--- config.mk ---
export PLATFORM = sky130hd
export DESIGN_NAME = ssd_scan_mux
export DESIGN_NICKNAME = d
export VERILOG_FILES = /design/src/rtl/ssd_scan_mux.sv
export SDC_FILE = /design/constraint.sdc
export NUM_CORES = 1
export LEC_CHECK = 0
export ABC_AREA = 1
export BUFFER_PORTS_ARGS = -buffer_cell sky130_fd_sc_hd__buf_2
export CORE_MARGIN = 4
export CORE_UTILIZATION = 28
export CTS_CLUSTER_DIAMETER = 30
export DETAILED_ROUTE_END_ITERATION = 8
export SLEW_MARGIN = 20
export SYNTH_ARGS = -nofsm -noshare
export SYNTH_HDL_FRONTEND = slang
export SYNTH_SLANG_ARGS = --single-unit
--- constraint.sdc ---
create_clock -name clk -period 2.26 [get_ports clk]
set_input_delay 0.452 -clock clk [delete_from_list [all_inputs] [get_ports clk]]
set_output_delay 0.452 -clock clk [all_outputs]
set_load 0.02 [all_outputs]
--- src/rtl/ssd_scan_mux.sv ---
// ssd_scan_mux: time-multiplexed digit scanner feeding a BCD seven-segment decoder.
// Define GHOST_BLANK_EN to blank the first output cycle of every slot (anti-ghosting).
module ssd_scan_mux #(
    parameter int NUM_DIGITS  = 4,
    parameter int REFRESH_DIV = 50000
) (
    input  logic                    clk,
    input  logic                    reset,
    input  logic [4*NUM_DIGITS-1:0] digitsIn,
    input  logic                    loadDigits,
    input  logic [NUM_DIGITS-1:0]   blankMask,
    output logic [3:0]              binaryNumber,
    output logic [NUM_DIGITS-1:0]   digitEnable,
    output logic                    frameTick
);
    localparam int CNT_W  = (REFRESH_DIV > 1) ? $clog2(REFRESH_DIV) : 1;
    localparam int IDX_W  = $clog2(NUM_DIGITS);
    localparam int DATA_W = 4 * NUM_DIGITS;

    localparam logic [CNT_W-1:0] CNT_MAX    = CNT_W'(REFRESH_DIV - 1);
    localparam logic [IDX_W-1:0] IDX_MAX    = IDX_W'(NUM_DIGITS - 1);
    localparam logic [3:0]       BLANK_CODE = 4'hF;

    logic [CNT_W-1:0]      refresh_cnt_q, refresh_cnt_d;
    logic [IDX_W-1:0]      digit_idx_q, digit_idx_d;
    logic [DATA_W-1:0]     shadow_q, shadow_d;
    logic [DATA_W-1:0]     pending_q, pending_d;
    logic                  pending_valid_q, pending_valid_d;
    logic                  wrap_q, wrap_d;
    logic [3:0]            binary_number_q, binary_number_d;
    logic [NUM_DIGITS-1:0] digit_enable_q, digit_enable_d;
    logic                  frame_tick_q, frame_tick_d;

    logic                  slot_end;
    logic                  frame_wrap;
    logic [3:0]            digit_sel;
    logic [NUM_DIGITS-1:0] enable_sel;
    logic                  slot_blank;
    logic                  slot_dark;

    // Scan position: refresh counter inside a slot, digit index across slots.
    always_comb begin
        slot_end      = (refresh_cnt_q == CNT_MAX);
        frame_wrap    = slot_end && (digit_idx_q == IDX_MAX);
        refresh_cnt_d = slot_end ? '0 : refresh_cnt_q + 1'b1;
        digit_idx_d   = digit_idx_q;
        if (slot_end) begin
            digit_idx_d = (digit_idx_q == IDX_MAX) ? '0 : digit_idx_q + 1'b1;
        end
    end

    // Host updates are parked in pending and only promoted to shadow on the frame wrap,
    // so a frame never mixes old and new digits. A load on the wrap edge bypasses pending.
    always_comb begin
        // NOTE: every output of a combinational block gets a default first so no path
        // through the if/else leaves it unassigned, which would otherwise infer a latch.
        shadow_d        = shadow_q;
        pending_d       = pending_q;
        pending_valid_d = pending_valid_q;
        if (frame_wrap) begin
            if (loadDigits) begin
                shadow_d = digitsIn;
            end else if (pending_valid_q) begin
                shadow_d = pending_q;
            end
            pending_valid_d = 1'b0;
        end else if (loadDigits) begin
            pending_d       = digitsIn;
            pending_valid_d = 1'b1;
        end
    end

    // Slot value for the digit index held before the edge; outputs lag the index by one cycle.
    always_comb begin
        digit_sel  = '0;
        enable_sel = '1;
        slot_blank = 1'b0;
        for (int k = 0; k < NUM_DIGITS; k++) begin
            if (digit_idx_q == IDX_W'(k)) begin
                digit_sel     = shadow_q[4*k +: 4];
                enable_sel[k] = 1'b0;
                slot_blank    = blankMask[k];
            end
        end
`ifdef GHOST_BLANK_EN
        slot_dark = slot_blank || (refresh_cnt_q == '0);
`else
        slot_dark = slot_blank;
`endif
        binary_number_d = slot_dark ? BLANK_CODE : digit_sel;
        digit_enable_d  = slot_dark ? '1 : enable_sel;
        wrap_d          = frame_wrap;
        frame_tick_d    = wrap_q;
    end

    always_ff @(posedge clk) begin
        if (reset) begin
            refresh_cnt_q   <= '0;
            digit_idx_q     <= '0;
            shadow_q        <= '0;
            pending_q       <= '0;
            pending_valid_q <= 1'b0;
            wrap_q          <= 1'b0;
            binary_number_q <= BLANK_CODE;
            digit_enable_q  <= '1;
            frame_tick_q    <= 1'b0;
        end else begin
            // NOTE: state updates use non-blocking assignments so every flop samples the
            // pre-edge values, independent of statement order inside the block.
            refresh_cnt_q   <= refresh_cnt_d;
            digit_idx_q     <= digit_idx_d;
            shadow_q        <= shadow_d;
            pending_q       <= pending_d;
            pending_valid_q <= pending_valid_d;
            wrap_q          <= wrap_d;
            binary_number_q <= binary_number_d;
            digit_enable_q  <= digit_enable_d;
            frame_tick_q    <= frame_tick_d;
        end
    end

    assign binaryNumber = binary_number_q;
    assign digitEnable  = digit_enable_q;
    assign frameTick    = frame_tick_q;

    // A dark display always carries the blank code, and at most one digit is ever enabled.
    assert property (@(posedge clk) disable iff (reset) $onehot0(~digitEnable));
    assert property (@(posedge clk) disable iff (reset)
                     (digitEnable == '1) |-> (binaryNumber == BLANK_CODE));

endmodule

# Word level (Yosys, flattened, before mapping)
# Cells that the tools add are included.
word_totals:
  regBits: 61
  inputBits: 23
  output_inout_bits: 9
  elab_cells: 39
classes:
  n_addsub: 2
  n_eq_ne: 4
  muxes: 15
  n_bitwise: 1
  n_reduce_logical: 8
ops:
  columns: ["op", "n"]
  rows:
  - ["two-way mux 16 bit", 2]
  - ["adder 16 x 1 -> 16 bit (second input constant)", 1]
  - ["equality test 16 bit (second input constant)", 1]
  - ["two-way mux 4 bit", 4]
  - ["two-way mux 1 bit", 8]
  - ["OR reduction 2 bit", 3]
  - ["equality test 2 bit (second input constant)", 2]
  - ["AND reduction 2 bit", 2]
  - ["adder 2 x 1 -> 2 bit (second input constant)", 1]
  - ["equality test 2 x 1 -> 1 bit (second input constant)", 1]
  - ["logical NOT 2 bit", 1]
  - ["two-way mux 2 bit", 1]
  - ["nonzero test 2 bit", 1]
  - ["logical AND 1 bit", 1]
  - ["inverter 1 bit", 1]

# Longest topological paths before layout
# Gate-level depths: netlist of run 1.
depth:
  word_depth: 6
  ltp_mapped: 9
  depth_no_buf: 9

# Least setup slack after synthesis of run 1
# Ideal clock, no wire load.
synth_timing:
  path_type: "register to register"
  startpoint: "reg digit_idx_q[0]"
  endpoint: "reg binary_number_q[0], in the netlist binaryNumber[0]"
  setup_time_ns: 0.128
  arrival_time_ns: 1.391
  required_time_ns: 2.132
  setup_slack_ns: 0.740
  path_stages_with_launch: 9
  n_path_buf: 0
  synth_period_minus_slack_ns: 1.520
  cell_sequence: "dfxtp_1 -> inv_1 -> ha_1 -> inv_1 -> nand3_1 -> o211ai_1 -> nand2_1 -> nor2_1 -> nand2_1"
synth_between:
  elab_chain_cells: 6
  word_cells_on_any_way: 13
  cone_classes: "eq/ne: 3; mux: 8; reduce/logical: 2"
synth_rtl:
  columns: ["element", "line", "text"]
  rows:
  - ["from (decl)", "25", "logic [IDX_W-1:0] digit_idx_q, digit_idx_d;"]
  - ["from (signal assigned)", "111", "digit_idx_q <= digit_idx_d;"]
  - ["logical NOT 2 bit", "79", "if (digit_idx_q == IDX_W'(k)) begin"]
  - ["two-way mux 1 bit (4 in series)", "79", null]
  - ["OR reduction 2 bit (no line)", null, null]
  - ["to (signal assigned)", "116", "binary_number_q <= binary_number_d;"]
  - ["to (decl)", "30", "logic [3:0] binary_number_q, binary_number_d;"]
# Parallel ways exist; a longest one is shown, timed or not.
# A chain may end at the register's enable or synchronous reset.

# Worst setup path in the final report of run 1
layout_timing:
  startpoint: "reg digit_idx_q[0]"
  endpoint: "reg digit_enable_q[1], in the netlist digitEnable[1]"
layout_between:
  elab_chain_cells: 6
  word_cells_on_any_way: 10
  cone_classes: "eq/ne: 3; mux: 5; reduce/logical: 2"
layout_rtl:
  columns: ["element", "line", "text"]
  rows:
  - ["logical NOT 2 bit", "79", null]
  - ["two-way mux 1 bit (4 in series)", "79", null]
  - ["OR reduction 2 bit (no line)", null, null]
  - ["to (signal assigned)", "117", "digit_enable_q <= digit_enable_d;"]
  - ["to (decl)", "31", "logic [NUM_DIGITS-1:0] digit_enable_q, digit_enable_d;"]
# Parallel ways exist; a longest one is shown, timed or not.

==> impl_results.md, run 1 <==
- Arr. time, crit path: between 1.5 and 2 ns
- Initial antenna violation count: 0
- Crit path from: digit_idx_q[0]$_SDFFE_PP0N_
- # port buffers: 31
- Hpwl dp: 4.77 mm
- Num CTS Buffers: 9
- Maxcap violations: 0
- Hold Buf Count CTS: 0
- Gr usage total: 10.9%
- Data required time of the worst path: ~2.5 ns
- Flop-to-flop setup slack: 0.53 ns
- Fin. Hold Viols: 0
- Sequential element share of the synthesized area: around 40%
- Min Tclk post-route: roughly 1.7 ns
- Fmax: 0.577 GHz
- CP endpoint kind: flop
- Initial DRC Count: between 100 and 150
- WP buf/inv: 2
- Post-cts sizing count: 0
- Ant diodes: 0
- Final ANT Viol Nets: 0
- Clk slew on worst S/H paths: about 0.06 ns
- XOR/XNOR Fraction of Synth Area: 0.863%
- Number of synthesized flops with an enable pin: 0
- CTS Root Cell: clkbuf_8
- Vias/cell: 4.46
- Remaining DRCs: 0
- Critical path's top delay family: simple AND/OR/NAND/NOR gates
- Pin slew with the least headroom to its limit: 0.421 ns
- Clk_skew: between 0.007 and 0.008 ns
- Final WL: roughly 6.5 mm
- Post-synthesis cell type count: 34
- Worst r2r path cells: 8
- Layout cell share with drive strength beyond 1: 17.1%
- Largest net degree at the start of global routing: 35
- Synth Cell Area: between 3000 and 4000 µm²
- # setup viols final: 0
- Startpoint types: flop
- CP max stage cell: dfxtp_1
- R2R Path Start: digit_idx_q[0]$_SDFFE_PP0N_
- Most common flop cell mapped by yosys: dfxtp_1
- Post-synthesis simple-gate area fraction: a little under two fifths
- Post-DP Area: 3290 µm²
- PwrDens: 671 nW/µm²
- Clock sinks: 61
- Crit-path cells: inv_1, ha_1, inv_1, nand3_1, o211ai_1, nand2_1, nor2_1, nand2_1
- Routed vias: 2665
- Gate Count Post-Synth: 426
- Total nets after synthesis: 454
- Yosys warnings: 0
- Largest family of logic cells by synthesized area: simple AND/OR/NAND/NOR gates
- Asr flop ratio synth: 0%
- Clock buffer depth: 2
- Core Rows: 37
- WL per Instance: 10.8 µm
- Die footprint: 12600 µm²
- Sum Neg Setup Slack: 0 ns
- I/O pin cnt: 32
- Vias in the first global route: 2461
- Total leakage power: 1.46 nW
- Clock latency at the later pin of the worst-skew pair: 0.34 ns
- Post-synthesis adder-cell area fraction: 2.06%
- Layout Utilization: 33.6%
- Finished Cell Area: 3520 µm²
- Setup crit end: digitEnable[1]$_SDFF_PP1_
- Cell depth of the worst setup path: 8
- Post-CTS Setup Bufs: 0
- Die H: between 100 and 150 µm
- Core area: 10500 µm²
- Mux cell area share after synthesis: 1.97%
- Worst r2r dst: digitEnable[1]$_SDFF_PP1_
- Worst min path class: in2reg
- H-Tree Depth: 3
- RSZ-0062 raised after global routing: no
- Total Nets Final: 484
- Drt first pass iters: 4
- Starting Density: around 29%
- Post-synthesis compound-gate area fraction: 8.68%
- Status: complete, no violations
- VDD IR max: between 0.3 and 0.4 mV
- Fin crit share: 76.7%
- Register bit count reported by yosys: 61
- Max-slew headroom: 72.0%
- CTS tree: built
- CP max stage delay: roughly 0.38 ns
- Final Max Slew Viols: 0
- Layout area overhead: 15.6%
- Die X: 112 µm
- Avg Inst Size Synth: 7.14 µm²
- Gpl congestion: 0.819
- GRT overflow: 0
- First-pass GRT wire length: 11.3 mm
- Crit Path Category: reg2reg
- Worst-path fanout max: 8
==> worst register-to-register path, cell delays in order (launching register included) <==
cell      delay, ns
dfxtp_1        0.38
inv_1          0.09
ha_1           0.25
inv_1          0.21
nand3_1        0.11
o211ai_1       0.09
nand2_1        0.07
nor2_1         0.32
nand2_1        0.10
==> per-layer routing <==
layer	wire length [µm]	track usage, %	share of wire, %
met5	0	0	0
met1	3420	15.4	53
met4	82	4.01	1.3
met3	381	4.10	5.9
met2	2580	15.1	40
==> stage by stage <==
step	hold slack [ns]	cells	total power, mW	worst slack (ns)
6_report	0.374	597	2.36	0.526
5_1_grt	0.367	597	2.48	0.239
2_1_floorplan	0.388	426	1.26	0.740
3_5_place_dp	0.395	581	1.30	0.518
3_3_place_gp	0.392	581	1.30	0.584
4_1_cts	0.358	597	2.39	0.506
==> logic make-up (layout without fill, tap and decap cells) <==
logic type               Yosys count  in the layout
buffers and inverters             58             93
flip-flops                        61             61
multiplexers                       6              6
XOR/XNOR                           3              3
AND/OR/NAND/NOR                  246            246
adder cells (fa/ha/maj)            5              5
AO/OA/AOI/OAI                     47             47
==> how the worst min path moves through the flow <==
| stage | depth (start not counted) | from | slack (ns) | end |
|---|---|---|---|---|
| floorplan | 2 | frame_tick_d$_SDFF_PP0_ | 0.39 | frameTick$_SDFF_PP0_ |
| global placement | 2 | frame_tick_d$_SDFF_PP0_ | 0.39 | frameTick$_SDFF_PP0_ |
| detailed placement | 2 | frame_tick_d$_SDFF_PP0_ | 0.39 | frameTick$_SDFF_PP0_ |
| CTS | 2 | reset | 0.36 | frameTick$_SDFF_PP0_ |
| global route | 2 | reset | 0.37 | frameTick$_SDFF_PP0_ |
| finish | 2 | reset | 0.37 | frameTick$_SDFF_PP0_ |
==> report_power, final <==
group	total (mW)	switching (mW)	internal, mW	leakage [nW]
clock	1.08	0.406	0.678	0.116
sequential	1.12	0.0148	1.11	0.498
combinational	0.155	0.0943	0.0612	0.841
total	2.36	0.515	1.84	1.46
==> area by class of cell <==
type | count | area, µm²
fillers | 1144 | 6950
inverters | 42 | 160
clock inverters | 4 | 70.1
clock buffers | 12 | 155
repair buffers | 35 | 185
well taps | 136 | 170
multi-input cells | 307 | 1560
flip-flops and latches | 61 | 1220
==> flip-flops by register name (all words and copies together), names as in the netlist <==
signal	flops
shadow_q	16
digitEnable	4
binaryNumber	4
pending_q	16
refresh_cnt_q	16
frameTick	1
frame_tick_d	1
digit_idx_q	2
pending_valid_q	1
==> placed cells by master (no fill, tap or decap), types with 2 or more instances in the layout <==
cell,synthesis,routed
nand3_2,2,2
xor2_1,2,2
nand3b_1,10,10
nor2_4,7,7
ha_1,5,5
buf_2,6,31
o211ai_1,3,3
inv_1,37,37
nand4_1,11,11
nand2_1,105,105
clkinv_2,0,2
o21ai_0,14,14
bufinv_16,0,2
buf_4,2,4
a21oi_2,5,5
nor2_2,5,5
inv_2,3,3
dfxtp_1,61,61
a21oi_1,24,24
clkbuf_8,0,11
nor3_1,8,8
mux2i_1,6,6
nor2_1,66,66
nand3_1,25,25
nand2_2,3,3
==> Yosys cell counts, types with 5 or more instances <==
cell type	instances	area, µm²
mux2i_1	6	60.1
inv_1	37	139
a21oi_1	24	120
o21ai_0	14	70.1
a21oi_2	5	43.8
dfxtp_1	61	1220
nand3b_1	10	75.1
nor2_2	5	31.3
nand2_1	105	394
nand3_1	25	125
buf_2	6	30.0
nor2_1	66	248
nand4_1	11	68.8
ha_1	5	62.6
nor2_4	7	78.8
nor3_1	8	40.0
(Power assumes the default switching activity.)
==> run 2: changes to the inputs <==
Clock period 2.26 ns to 1.65 ns, I/O delays scaled along.
==> impl_results.md, run 2 (same netlist as run 1, synthesis figures left out) <==
- Total leakage power: approximately 1.5 nW
- Clock group share of total power: 43.2%
- Layout cell share with drive strength beyond 1: a little under a fifth
- Pin slew with the least headroom to its limit: 0.412 ns
- Initial DRC Count: around 180
- Switch Pwr: 0.716 mW
- Sw frac: 23.2%
- Final Max Slew Viols: 0
- Clock buffer depth: 2
- Worst r2r dst: shadow_q[13]$_SDFFE_PP0P_
- VDD IR max: 0.308 mV
- Logic pwr share: 7.0%
- Sequential power share: 49.8%
- Most used cell along the critical path: nor2_4
- Crit path from: refresh_cnt_q[0]$_SDFF_PP0_
- GRT overflow: 0
- Die footprint: between 10000 and 15000 µm²
- Status: complete, no violations
- Gr usage total: between 10 and 15%
- Vias in the first global route: 2491
- WL per Instance: roughly 11 µm
- CP max stage delay: 0.37 ns
- Hpwl dp: between 4 and 5 mm
- Max-slew headroom: slightly above 70%
- Post-Place Worst Slack: 0.0597 ns
- RSZ-0062 raised after global routing: no
- Worst-path fanout max: 7
- Startpoint types: flop
- R2R Path Start: refresh_cnt_q[0]$_SDFF_PP0_
- Core area: approximately 10000 µm²
- Most frequent cells in the layout: nand2_1 (105), nor2_1 (66), dfxtp_1 (61)
- Clk_skew: about 0.007 ns
- Hold Buf Count CTS: 0
- Worst r2r path cells: 9
- Sum Neg Setup Slack: 0 ns
- Core Rows: 37
- H-Tree Depth: 3
- Vias/cell: around 4.5
- Remaining DRCs: 0
- Clock latency at the later pin of the worst-skew pair: 0.34 ns
- Crit-path cells: ha_1, nand2_2, nor2_4, nand3_2, nor2_4, buf_4, nand4_1, nand2_1, nor2_1
- Arr. time, crit path: 1.76 ns
- Routed vias: about 2.7k
- Clk slew on worst S/H paths: roughly 0.070 ns
- CP endpoint kind: flop
- Fin. Hold Viols: 0
- Gpl congestion: 0.824
- CP max stage cell: dfxtp_1
- Final WL: 6.49 mm
- Min Tclk post-route: 1.52 ns
- # port buffers: 31
- Maxcap violations: 0
- CTS tree: built
- Internal Pwr Total: approximately 2.4 mW
- Flop-to-flop setup slack: 0.13 ns
- Top Registers: pending_q: 16 flops, refresh_cnt_q: 16 flops, shadow_q: 16 flops
- Power, Total: between 3 and 4 mW
- Clock sinks: 61
- Initial antenna violation count: 0
- Fin crit share: ~92%
- Fmax: ~0.66 GHz
- # setup viols final: 0
- Data required time of the worst path: 1.89 ns
- Largest net degree at the start of global routing: 34
- Ant diodes: 0
- Worst min path class: in2reg
- Setup crit end: shadow_q[13]$_SDFFE_PP0P_
- Drt first pass iters: 4
- Fill cell count: 1127
- Die X: 112 µm
- CTS Root Cell: clkbuf_8
- Starting Density: between 20% and 30%
- First-pass GRT wire length: about 11 mm
- Layout area overhead: 17.2%
- I/O pin cnt: 32
- Num CTS Buffers: 9
- PwrDens: ~860 nW/µm²
- Crit Path Category: reg2reg
- Final ANT Viol Nets: 0
- Final worst slack: 0.126 ns
- Die H: 112 µm
- Layout Utilization: 34.1%
- Total Nets Final: ~490
- Commonest non-fill, non-tap cell in the layout: nand2_1
run 2: cell types whose count changed in the layout (fill, tap and decap cells not counted):
cell        change
buf_4           +6
buf_12          +1
bufinv_16       -1
clkbuf_1        -1
clkinvlp_4      +1
ha_1            -1
ha_2            +1
inv_1           -1
inv_2           +1
nand2_4         -1
nand2_8         +1
run 2: worst min path at each step:
stage	cells past startpoint	start	end
6_report	2	reset	frameTick$_SDFF_PP0_
5_1_grt	2	reset	digit_idx_q[0]$_SDFFE_PP0N_
4_1_cts	2	reset	frameTick$_SDFF_PP0_
3_5_place_dp	2	frame_tick_d$_SDFF_PP0_	frameTick$_SDFF_PP0_
3_3_place_gp	2	frame_tick_d$_SDFF_PP0_	frameTick$_SDFF_PP0_
2_1_floorplan	2	frame_tick_d$_SDFF_PP0_	frameTick$_SDFF_PP0_
run 2: repair_timing:
item                                    4_1_cts  5_1_grt
setup buffers                                 0        1
endpoints found under the setup margin        0       21
resized for setup                             0        3
run 2: critical path, delay by kind of cell, from the launching register on:
family                   cells  cell delay (ns)
AND/OR/NAND/NOR              7             0.67
flip-flops                   1             0.37
adder cells (fa/ha/maj)      1             0.23
buffers and inverters        1             0.16
run 2: routing by layer:
| layer | GRT usage (%) | routed length (µm) | vias up |
|---|---|---|---|
| li1 | - | - | 1437 |
| met1 | 15.4 | 3330 | 1200 |
| met2 | 15.4 | 2650 | 59 |
| met3 | 3.61 | 384 | 13 |
| met4 | 5.13 | 135 | 0 |
| met5 | 0 | 0 | - |
run 2: metrics by stage:
| step | area [µm²] | hold WS, ns | cells |
|---|---|---|---|
| global route | 3570 | 0.247 | 603 |
| floorplan | 3040 | 0.388 | 426 |
| CTS | 3550 | 0.219 | 602 |
| finish | 3570 | 0.236 | 603 |
| global placement | 3350 | 0.395 | 587 |
| detailed placement | 3350 | 0.398 | 587 |
run 2: power by group through the flow:
stage	registers (mW)	clock network (mW)	logic, mW
6_report	1.53	1.33	0.217
5_1_grt	1.54	1.43	0.252
4_1_cts	1.53	1.38	0.218
3_5_place_dp	1.57	0	0.217
3_3_place_gp	1.57	0	0.213
2_1_floorplan	1.57	0	0.148
run 2: layout make-up:
class                      instances  area, µm²  share of cell area [%]
tap                              136        170                    4.77
inverter                          42        160                    4.49
sequential                        61       1220                    34.2
multi-input combinational        307       1570                    43.9
clock inverter                     4       47.5                    1.33
timing repair buffer              42        250                    7.02
clock buffer                      11        151                    4.24
